[src/rtl/serial_add_ctrl.sv]
// serial_add_ctrl: bit-serial add/subtract that reuses one full-adder slice, LSB first.
// Operands and sub are captured on start; sum, cout and ovf update at the final RUN edge.
module serial_add_ctrl #(
    parameter int WIDTH = 8
) (
    input  logic             clk,
    input  logic             rst_n,
    input  logic             start,
    input  logic             sub,
    input  logic [WIDTH-1:0] a,
    input  logic [WIDTH-1:0] b,
    output logic             busy,
    output logic             done,
    output logic [WIDTH-1:0] sum,
    output logic             cout,
    output logic             ovf
);
    localparam int CW = $clog2(WIDTH) + 1;

    typedef enum logic [1:0] {IDLE, RUN, DONE} state_t;

    state_t           state, next;
    logic [WIDTH-1:0] op_a, op_b, acc;
    logic [CW-1:0]    cnt;
    logic             sub_r, carry_r, c_msb_in;
    logic             x, y, s, co, accept, last;

    assign x      = op_a[0];
    assign y      = op_b[0] ^ sub_r;
    assign s      = x ^ y ^ carry_r;
    assign co     = (x & y) | (x & carry_r) | (y & carry_r);
    assign accept = start && (state != RUN);
    assign last   = cnt == CW'(WIDTH - 1);

    always_ff @(posedge clk or negedge rst_n) begin
        if (!rst_n) state <= IDLE;
        else        state <= next;
    end

    always_comb begin
        next = state;
        busy = state == RUN;
        done = state == DONE;
        case (state)
            IDLE:    next = start ? RUN : IDLE;
            RUN:     next = last ? DONE : RUN;
            default: next = start ? RUN : IDLE;
        endcase
    end

    always_ff @(posedge clk or negedge rst_n) begin
        if (!rst_n) begin
            op_a     <= '0;
            op_b     <= '0;
            acc      <= '0;
            cnt      <= '0;
            sub_r    <= 1'b0;
            carry_r  <= 1'b0;
            c_msb_in <= 1'b0;
            sum      <= '0;
            cout     <= 1'b0;
            ovf      <= 1'b0;
        end else if (accept) begin
            op_a    <= a;
            op_b    <= b;
            sub_r   <= sub;
            carry_r <= sub;
            cnt     <= '0;
        end else if (state == RUN) begin
            carry_r <= co;
            acc     <= {s, acc[WIDTH-1:1]};
            op_a    <= op_a >> 1;
            op_b    <= op_b >> 1;
            cnt     <= cnt + CW'(1);
            // carry out of bit WIDTH-2 is the carry into the MSB
            if (cnt == CW'(WIDTH - 2)) c_msb_in <= co;
            if (last) begin
                sum  <= {s, acc[WIDTH-1:1]};
                cout <= co;
                ovf  <= co ^ c_msb_in;
            end
        end
    end
endmodule
[config.mk]
export PLATFORM = sky130hd
export DESIGN_NAME = serial_add_ctrl
export DESIGN_NICKNAME = d
export VERILOG_FILES = /design/src/rtl/serial_add_ctrl.sv
export SDC_FILE = /design/constraint.sdc
export NUM_CORES = 1
export LEC_CHECK = 0
export ABC_AREA = 1
export BUFFER_PORTS_ARGS = -buffer_cell sky130_fd_sc_hd__buf_2
export CAP_MARGIN = 20
export CORE_MARGIN = 5
export CORE_UTILIZATION = 49
export CTS_CLUSTER_DIAMETER = 100
export CTS_CLUSTER_SIZE = 28
export DETAILED_ROUTE_END_ITERATION = 12
export PLACE_DENSITY = 0.74
export SLEW_MARGIN = 20
export SYNTH_ARGS = -nofsm -noshare
export SYNTH_HDL_FRONTEND = slang
export SYNTH_SLANG_ARGS = --single-unit
[constraint.sdc]
create_clock -name clk -period 1.4 [get_ports clk]
set_clock_uncertainty 0.2 [all_clocks]
set_input_delay 0.14 -clock clk [delete_from_list [all_inputs] [get_ports clk]]
set_output_delay 0.14 -clock clk [all_outputs]
set_load 0.02 [all_outputs]
==> results of run 1 <==
-- power by group --
group / switching [mW] / total [mW] / leakage (nW) / internal [mW]
Combinational: 1.46 / 2.63 / 0.750 / 1.17
Sequential: 0.348 / 2.06 / 0.541 / 1.72
Clock: 0.432 / 0.782 / 0.0441 / 0.350
Total: 2.24 / 5.47 / 1.34 / 3.24
-- metal layers --
layer / global-route usage (%) / wire length, um
met1: 21.5 / 1760
met4: 8.98 / 105
met2: 28.0 / 2200
met3: 5.54 / 205
met5: 0 / 0
-- registers in the layout, indices dropped and copies added (netlist names) --
register and cells:
op_a 8, op_b 8, sum 8, acc 7
cnt 4, state 2, c_msb_in 1, carry_r 1
cout 1, ovf 1, sub_r 1
-- cell type report --
| cell class | count | area, um2 | share of cell area (%) |
|---|---|---|---|
| clock inverter | 3 | 21.3 | 0.819 |
| clock buffer | 5 | 68.8 | 2.65 |
| tap | 48 | 60.1 | 2.31 |
| timing repair buffer | 69 | 571 | 22.0 |
| sequential | 42 | 1050 | 40.5 |
| multi-input combinational | 143 | 773 | 29.8 |
| inverter | 14 | 52.6 | 2.02 |
-- cell families after synthesis --
group | Yosys count
AOI/OAI and AO/OA | 11
buffers and inverters | 21
adders and majority gates | 3
DFF | 42
and+or+nand+nor | 127
xor gates and xnor gates | 2
-- Yosys cell counts --
| cell | number |
|---|---|
| nor2_2 | 2 |
| nor2_1 | 4 |
| nand3_1 | 34 |
| inv_1 | 12 |
| nand2_2 | 1 |
| buf_4 | 3 |
| ha_1 | 2 |
| dfrtp_1 | 42 |
| nand2_1 | 83 |
| xnor2_1 | 2 |
| buf_2 | 4 |
| inv_2 | 2 |
| fa_1 | 1 |
| nand3_2 | 1 |
| nor2_4 | 1 |
| o21ai_0 | 11 |
| nand4_1 | 1 |
-- per-stage QoR --
| step | area (um2) | total power, mW | hold slack, ns | util, % | cells |
|---|---|---|---|---|---|
| 6_report | 2600 | 5.47 | 0.0613 | 72.0 | 324 |
| 5_1_grt | 2600 | 5.90 | 0.0630 | 72.0 | 324 |
| 4_1_cts | 2430 | 5.08 | 0.0379 | 67.5 | 320 |
| 3_5_place_dp | 2100 | 4.07 | -0.0700 | 58.3 | 291 |
| 3_3_place_gp | 2100 | 4.00 | -0.0709 | 58.3 | 291 |
| 2_1_floorplan | 1810 | 3.36 | -0.356 | - | 206 |
-- worst paths after layout --
check	startpoint	to	slack, ns	cells past startpoint
max	sub_r	sum[7]	-0.12	5
min	start	op_b[4]	0.06	3
max reg2reg	sub_r	sum[7]	-0.12	5
min reg2reg	cout	cout	0.27	2
max in group asynchronous	rst_n	op_b[7]	0.65	3
min in group asynchronous	rst_n	cnt[3]	0.14	3
-- layout by cell type, fill, tap and decap left out --
cell type	count
o21ai_0	9
nor2_4	4
clkinv_2	1
clkinvlp_4	1
dlygate4sd3_1	18
nor2_2	3
nand3_1	33
nand4_1	1
buf_4	9
inv_1	11
ha_1	1
buf_6	10
fa_1	1
nand2_2	14
xnor2_1	2
o21ai_1	2
inv_2	3
buf_2	29
ha_4	1
dfrtp_1	42
clkinv_4	1
clkbuf_16	1
nand3_4	2
clkbuf_8	5
buf_12	2
nand2_4	3
nand2_1	67
-- worst register-to-register path: stages, from the launching register on --
cell	delay [ns]
dfrtp_1	0.39
xnor2_1	0.24
fa_1	0.47
inv_1	0.06
nand2_1	0.04
nand2_1	0.06
-- what timing repair did --
item | in CTS | in global routing
setup buffers | 3 | 3
resized for setup | 11 | 35
pin swaps | 2 | 10
hold buffers | 18 | 0
endpoints found under the hold margin | 60 | 0
cloned | 0 | 2
setup endpoints to repair | 15 | 35
==> flow_summary.yaml, run 1 <==
synth:
  synthCells: 206
  synth_compound_area_share_pct: 3.05
  synth_top_cell_by_area: "dfrtp_1"
  synthMuxAreaShare_pct: 0
  synth_top_family_by_area: "simple AND/OR/NAND/NOR gates"
  synth-seq-area-share_pct: 58.2
  ys_warn_count: 0
  synth-simple-area-share_pct: 30.1
  synth_xor_area_share_pct: 0.970
  ys_top_cells_by_area: "dfrtp_1 (58%), nand2_1 (17%), nand3_1 (9.4%)"
  yosys_register_bits: 42
  synth_area_um2: 1810
  synthAdderAreaFrac_pct: 2.49
  synth_nets: 229
  synth_top_area_share_pct: 58.2
  synth_cell_types: 17
  postSynthAreaPerCell_um2: 8.77
timing:
  rsz0062_at_grt: "yes"
  fmax_mhz: 660
  slew_headroom_pct: 81.1
  finalSetupViolations: 8
  final_max_slew_viol_count: 0
  finalCritPeriodShare_pct: 108
  finalHoldViolations: 0
  worst_pin_slew_ns: 0.284
  tns_ns: -0.566
  post-route-min-period_ns: 1.52
  setup_slack_ns: -0.116
grt:
  grt_pass1_vias: 1534
  grt_pass1_wl_um: 6910
  grt.total_usage_pct: 17.6
  grt_max_degree: 43
  overflow: 0
  antenna_found_initial: 0
cts:
  path_clk_slew_ns: 0.08
  insertion_delay_ns: 0.30
  root_buffer: "clkbuf_8"
  cts_tree: "built"
  cts_buffers: 5
  clockBufferDepth: 2
  htreeDepth: 2
  cts_sinks: 42
routing:
  ant_nets: 0
  wl_per_cell_um: 13.2
  remaining_drc_errors: 0
  drt_first_pass_iters: 4
  drtIter0Drc: 108
  via_per_inst: 4.94
  vias: 1599
  wirelength_um: 4270
floorplan:
  fp.dieH_um: 70.7
  initial_core_util_pct: 50.1
  dieArea_um2: 5000
  ios: 32
  core_area_um2: 3610
  rows: 22
  die_w_um: 70.7
placed_design:
  post-place-ws_ns: -0.0996
  port_buffers: 31
  dp_hpwl_um: 2490
  routabilityCongestion: 0.784
critical_path:
  start_kind: "flop"
  critical_path.endpoint_type: "flop"
  cp_cell_sequence: "xnor2_1 > fa_1 > inv_1 > nand2_1 > nand2_1"
  max_stage_delay_ns: 0.47
  worstPathRequired_ns: 1.44
  path_class: "reg -> reg"
  path_delay_family: "adder cells"
  crit_arrival_ns: 1.56
  crit_slowest_cell: "fa_1"
  cp_num_buf_inv: 1
  crit_fanout: 2
  worst_path_most_repeated_cell: "nand2_1"
layout:
  num-fill-cells: 277
  drive_gt1_share_pct: 32.2
  area_growth_pct: 43.8
  antenna_cells: 0
  final_nets: 298
outcome:
  status: "complete, but fails checks"
  violations: "negative setup slack"
power_and_ir_drop:
  peakVddDrop_uv: 989
  p_leak_nw: 1.34
  powerDensity_nw_per_um2: 2110
min_path:
  hp-class: "in -> reg"
job:
  cap_violations: 0
No activity file was read; power rests on OpenSTA's default activity.
==> inputs of run 2 (changes only) <==
CORE_MARGIN = 1   (was 5)
MAX_ROUTING_LAYER = met4   (was not set)
==> run 2 against run 1 <==
  * The flow still finishes with violations (negative setup slack)
  * Worst hold slack improved by 0.084 ns
  * Worst setup slack lost 0.027 ns
  * Clock-buffer cell count rose by 1
  * Sequential share of layout area up 0.49 points
  * Critical path depth did not move
  * Via count is 0.69% higher
  * Wire length is 7.5% lower
  * First-iteration DRC count shrank 43%
  * Fmax shrank 1.7%
  * Global-route usage rose by 5.9 points
  * Highest routed layer unchanged
==> flow_summary.yaml, run 2 (synthesis gave the netlist of run 1 again) <==
outcome:
  status: "complete, but fails checks"
  violations: "negative setup slack"
placed_design:
  routabilityCongestion: 0.783
  dp_hpwl_um: 2460
  port_buffers: 31
floorplan:
  rows: 21
  initial_core_util_pct: 52.5
  core_area_um2: 3440
  dieArea_um2: 3930
  ios: 32
  die_w_um: 62.7
  fp.dieH_um: 62.7
routing:
  drtIter0Drc: 62
  drt_first_pass_iters: 4
  wl_per_cell_um: 12.1
  wirelength_um: 3950
  via_per_inst: 4.91
  vias: 1610
  remaining_drc_errors: 0
  ant_nets: 0
power_and_ir_drop:
  p_leak_nw: 1.33
  powerDensity_nw_per_um2: 2150
  combinationalPowerShare_pct: 46.2
  pwr-share-clk_pct: 17.3
  finalPower_mw: 5.51
  swShare_pct: 38.4
  peakVddDrop_uv: 1220
  p_int_mw: 3.40
  seqPwrFrac_pct: 36.5
  p_sw_mw: 2.11
timing:
  worst_pin_slew_ns: 0.227
  final_max_slew_viol_count: 0
  post-route-min-period_ns: 1.54
  slew_headroom_pct: 84.8
  rsz0062_at_grt: "yes"
  holdWs_ns: 0.145
  finalCritPeriodShare_pct: 110
  setup_slack_ns: -0.143
  fmax_mhz: 648
  finalHoldViolations: 0
  finalSetupViolations: 7
cts:
  cts_tree: "built"
  cts_buffers: 5
  path_clk_slew_ns: 0.08
  htreeDepth: 2
  root_buffer: "clkbuf_8"
  clockBufferDepth: 2
  cts_sinks: 42
  insertion_delay_ns: 0.30
layout:
  drive_gt1_share_pct: 30.1
  final-seq-area_um2: 1050
  area_growth_pct: 42.0
  antenna_cells: 0
  largest_registers: "op_a (8), op_b (8), sum (8)"
  final_cell_mix: "nand2_1 (79), dfrtp_1 (42), nand3_1 (32)"
  final_common_cell: "nand2_1"
  final_nets: 304
  multiInputGateArea_um2: 718
  num-fill-cells: 261
critical_path:
  crit_arrival_ns: 1.54
  reg2reg_depth: 5
  path_class: "reg -> reg"
  crit_slowest_cell: "fa_2"
  cp_cell_sequence: "xnor2_2 > fa_2 > inv_2 > nand2_2 > nand2_1"
  crit_fanout: 2
  max_stage_delay_ns: 0.55
  start_kind: "flop"
  worstPathRequired_ns: 1.40
  critical_path.endpoint_type: "flop"
job:
  cap_violations: 0
grt:
  grt_max_degree: 43
  grt.total_usage_pct: 23.5
  antenna_found_initial: 0
  grt_pass1_vias: 1521
  overflow: 0
  grt_pass1_wl_um: 6780
min_path:
  hp-class: "in -> async"
## run 2: changes by cell type in the layout (fill, tap and decap cells not counted), moves of 2 or more
cell     delta
buf_4      +10
buf_6       -3
inv_1       -2
inv_2       +2
nand2_1    +12
nand2_2     -9
nand2_4     -3
nand3_2     +2
## run 2: area by class of cell
cell class                      count  area share (%)
Multi-Input combinational cell    143            28.0
Clock inverter                      2            1.46
Clock buffer                        6            2.83
Sequential cell                    42            41.0
Inverter                           14            2.05
Tap cell                           46            2.24
Timing Repair Buffer               75            22.5
## run 2: power groups by stage
stage,combinational [mW],clock [mW],sequential (mW)
3_5_place_dp,2.07,0,2.03
5_1_grt,2.85,1.01,2.07
3_3_place_gp,2.03,0,2.00
4_1_cts,2.24,0.972,2.00
6_report,2.55,0.954,2.01
2_1_floorplan,1.24,0,2.12
## run 2: through the flow
step / cell area [um2] / instances / TNS [ns] / util (%) / setup WS (ns)
6_report: 2570 / 328 / -0.488 / 74.6 / -0.143
3_5_place_dp: 2110 / 292 / -0.436 / 61.3 / -0.103
5_1_grt: 2570 / 328 / -0.793 / 74.6 / -0.187
2_1_floorplan: 1810 / 206 / -0.0672 / - / -0.0332
3_3_place_gp: 2110 / 292 / -0.194 / 61.3 / -0.0651
4_1_cts: 2440 / 322 / -0.572 / 71.0 / -0.110
## run 2: worst paths after layout
| path | from | endpoint | slack, ns |
|---|---|---|---|
| max in group asynchronous | rst_n | acc[5] | 0.65 |
| max reg2reg | op_b[0] | sum[7] | -0.14 |
| min | rst_n | sum[3] | 0.15 |
| min reg2reg | sum[5] | sum[5] | 0.27 |
| min in group clk | sum[5] | sum[5] | 0.27 |
| max | op_b[0] | sum[7] | -0.14 |
## run 2: repair_timing
item	in CTS	in global routing
hold buffers	19	0
setup endpoints to repair	7	20
endpoints found under the hold margin	60	0
pin swaps	1	15
buffers inserted	3	5
gates resized for setup	4	24
gates cloned	0	1
## run 2: worst max-delay path: cells and delay by family (launching register included)
| kind | cells | cell delay [ns] |
|---|---|---|
| xor+xnor | 1 | 0.16 |
| buf+inv | 1 | 0.04 |
| simple gates | 2 | 0.08 |
| fa+ha+maj | 1 | 0.55 |
| flops | 1 | 0.41 |
## run 2: routing by layer
layer,track usage [%],vias to the layer above,wire [um]
met1,28.2,760,1680
li1,-,804,-
met5,-,-,0
met2,37.5,40,2050
met4,10.2,0,72
met3,6.02,6,148
==> inputs of run 3 (changes only) <==
clock period = 1.3 ns   (was 1.4 ns; I/O delays follow)
==> run 3 against run 2 <==
  * The run still ends with negative setup slack left
  * First-iteration DRC count up 130%
  * Die area did not move
  * Worst setup slack got worse by 0.23 ns
  * Worst hold slack lost 0.10 ns
  * Critical path type unchanged
  * Largest cell class is now multi-input gates
  * Largest power group unchanged
  * Highest routed layer unchanged
==> flow_summary.yaml, run 3 (synthesis gave the netlist of run 1 again) <==
timing:
  finalHoldViolations: 0
  rsz0062_at_grt: "yes"
  slew_headroom_pct: 75.0
  tns_ns: -6.07
  setup_slack_ns: -0.377
  final_max_slew_viol_count: 0
  fmax_mhz: 596
  worst_pin_slew_ns: 0.374
  post-route-min-period_ns: 1.68
  finalCritPeriodShare_pct: 129
  finalSetupViolations: 43
layout:
  largest_registers: "op_a (8), op_b (8), sum (8)"
  antenna_cells: 0
  final_nets: 310
  area_growth_pct: 73.4
  final_common_cell: "nand2_1"
  drive_gt1_share_pct: 55.2
  final_cell_mix: "nand2_1 (49), dfrtp_1 (41), buf_2 (29)"
  num-fill-cells: 120
  multiInputGateArea_um2: 1110
  final-seq-area_um2: 1050
outcome:
  violations: "negative setup slack"
  status: "complete, but fails checks"
cts:
  clockBufferDepth: 2
  root_buffer: "clkbuf_8"
  cts_sinks: 42
  cts_tree: "built"
  path_clk_slew_ns: 0.09
  htreeDepth: 2
  insertion_delay_ns: 0.31
  cts_buffers: 5
grt:
  overflow: 0
  grt.total_usage_pct: 32.8
  grt-busiest-layer: "met2"
  grt_max_degree: 43
  grt_use_met1_pct: 38.7
  use_met2_pct: 53.8
  antenna_found_initial: 0
  grt_use_met3_pct: 6.39
  grt_pass1_vias: 1914
  grt_pass1_wl_um: 9360
floorplan:
  rows: 21
  core_area_um2: 3440
  dieArea_um2: 3930
  die_w_um: 62.7
  fp.dieH_um: 62.7
  ios: 32
  initial_core_util_pct: 52.5
placed_design:
  post-place-ws_ns: -0.186
  dp_hpwl_um: 2510
  routabilityCongestion: 0.741
  port_buffers: 31
job:
  cap_violations: 0
routing:
  wl_per_cell_um: 22.4
  remaining_drc_errors: 0
  wirelength_um: 7490
  via_per_inst: 5.83
  drtIter0Drc: 143
  vias: 1948
  ant_nets: 0
  drt_first_pass_iters: 4
critical_path:
  start_kind: "flop"
  crit_slowest_cell: "dfrtp_1"
  crit_fanout: 3
  crit_arrival_ns: 1.71
  critical_path.endpoint_type: "flop"
  cp_cell_sequence: "xnor2_2 > fa_2 > inv_2 > nand4_1 > nand2_1"
  max_stage_delay_ns: 0.44
  path_class: "reg -> reg"
  worstPathRequired_ns: 1.33
power_and_ir_drop:
  p_leak_nw: 1.67
  powerDensity_nw_per_um2: 2610
  peakVddDrop_uv: 1630
min_path:
  hp-class: "in -> reg"
run 3: cell count changes in the layout (fill, tap and decap cells not counted), moves of 5 or more:
| cell | before | now |
|---|---|---|
| nand2_1 | 79 | 49 |
| nand2_2 | 5 | 20 |
| nand2_4 | 0 | 13 |
| nand3_1 | 32 | 3 |
| nand3_2 | 2 | 27 |
| o21ai_0 | 10 | 1 |
| o21ai_1 | 1 | 6 |
run 3: worst max-delay path: cells and delay by family (launching register included):
family | cells | cell delay [ns]
AND/OR/NAND/NOR | 2 | 0.26
XOR/XNOR | 1 | 0.17
flip-flops | 1 | 0.44
buffers and inverters | 1 | 0.11
adder cells (fa/ha/maj) | 1 | 0.42
run 3: power by group:
group          switching (mW)  total (mW)  leakage [nW]  internal [mW]
sequential              0.513        2.36         0.541           1.85
combinational            2.54        4.50          1.06           1.96
clock                   0.492        1.31        0.0714          0.820
total                    3.54        8.17          1.67           4.63
run 3: routing by layer:
layer | vias up | wire length [um] | part of all wire, %
li1 | 814 | - | -
met1 | 932 | 2630 | 35
met2 | 144 | 3670 | 49
met3 | 58 | 577 | 7.7
met4 | 0 | 607 | 8.1
met5 | - | 0 | 0
run 3: through the flow:
stage | hold WS, ns | utilization [%] | power, mW | cells | area [um2]
after CTS | 0.0267 | 83.4 | 6.95 | 331 | 2870
final | 0.0415 | 91.0 | 8.17 | 334 | 3130
after global routing | 0.0509 | 91.0 | 8.43 | 334 | 3130
after floorplan | -0.366 | - | 3.63 | 206 | 1810
after detailed placement | -0.0793 | 63.4 | 4.58 | 299 | 2180
after global placement | -0.0771 | 63.4 | 4.48 | 299 | 2180
run 3: area by class of cell:
cell class / count / share of cell area (%)
clock buffers: 6 / 2.64
clock inverters: 2 / 1.92
inverters: 14 / 1.92
multi-input cells: 143 / 35.5
flip-flops and latches: 42 / 33.6
well taps: 46 / 1.84
repair buffers: 81 / 22.6
run 3: repair_timing:
action / CTS / global route
hold buffers: 18 / 0
buffers inserted: 4 / 4
pin swaps: 17 / 30
setup endpoints to repair: 34 / 42
hold endpoints to repair: 60 / 0
gates cloned: 2 / 0
resized for setup: 72 / 70
run 3: worst paths after layout:
kind,start,to,slack [ns],cells past startpoint
worst max-delay path,op_b[0],c_msb_in,-0.38,5
worst min-delay path,start,op_b[3],0.04,3
worst max register to register,op_b[0],c_msb_in,-0.38,5
worst min register to register,sum[0],sum[0],0.27,2
max in group asynchronous,rst_n,state[0],0.55,3
min in group asynchronous,rst_n,carry_r,0.13,3
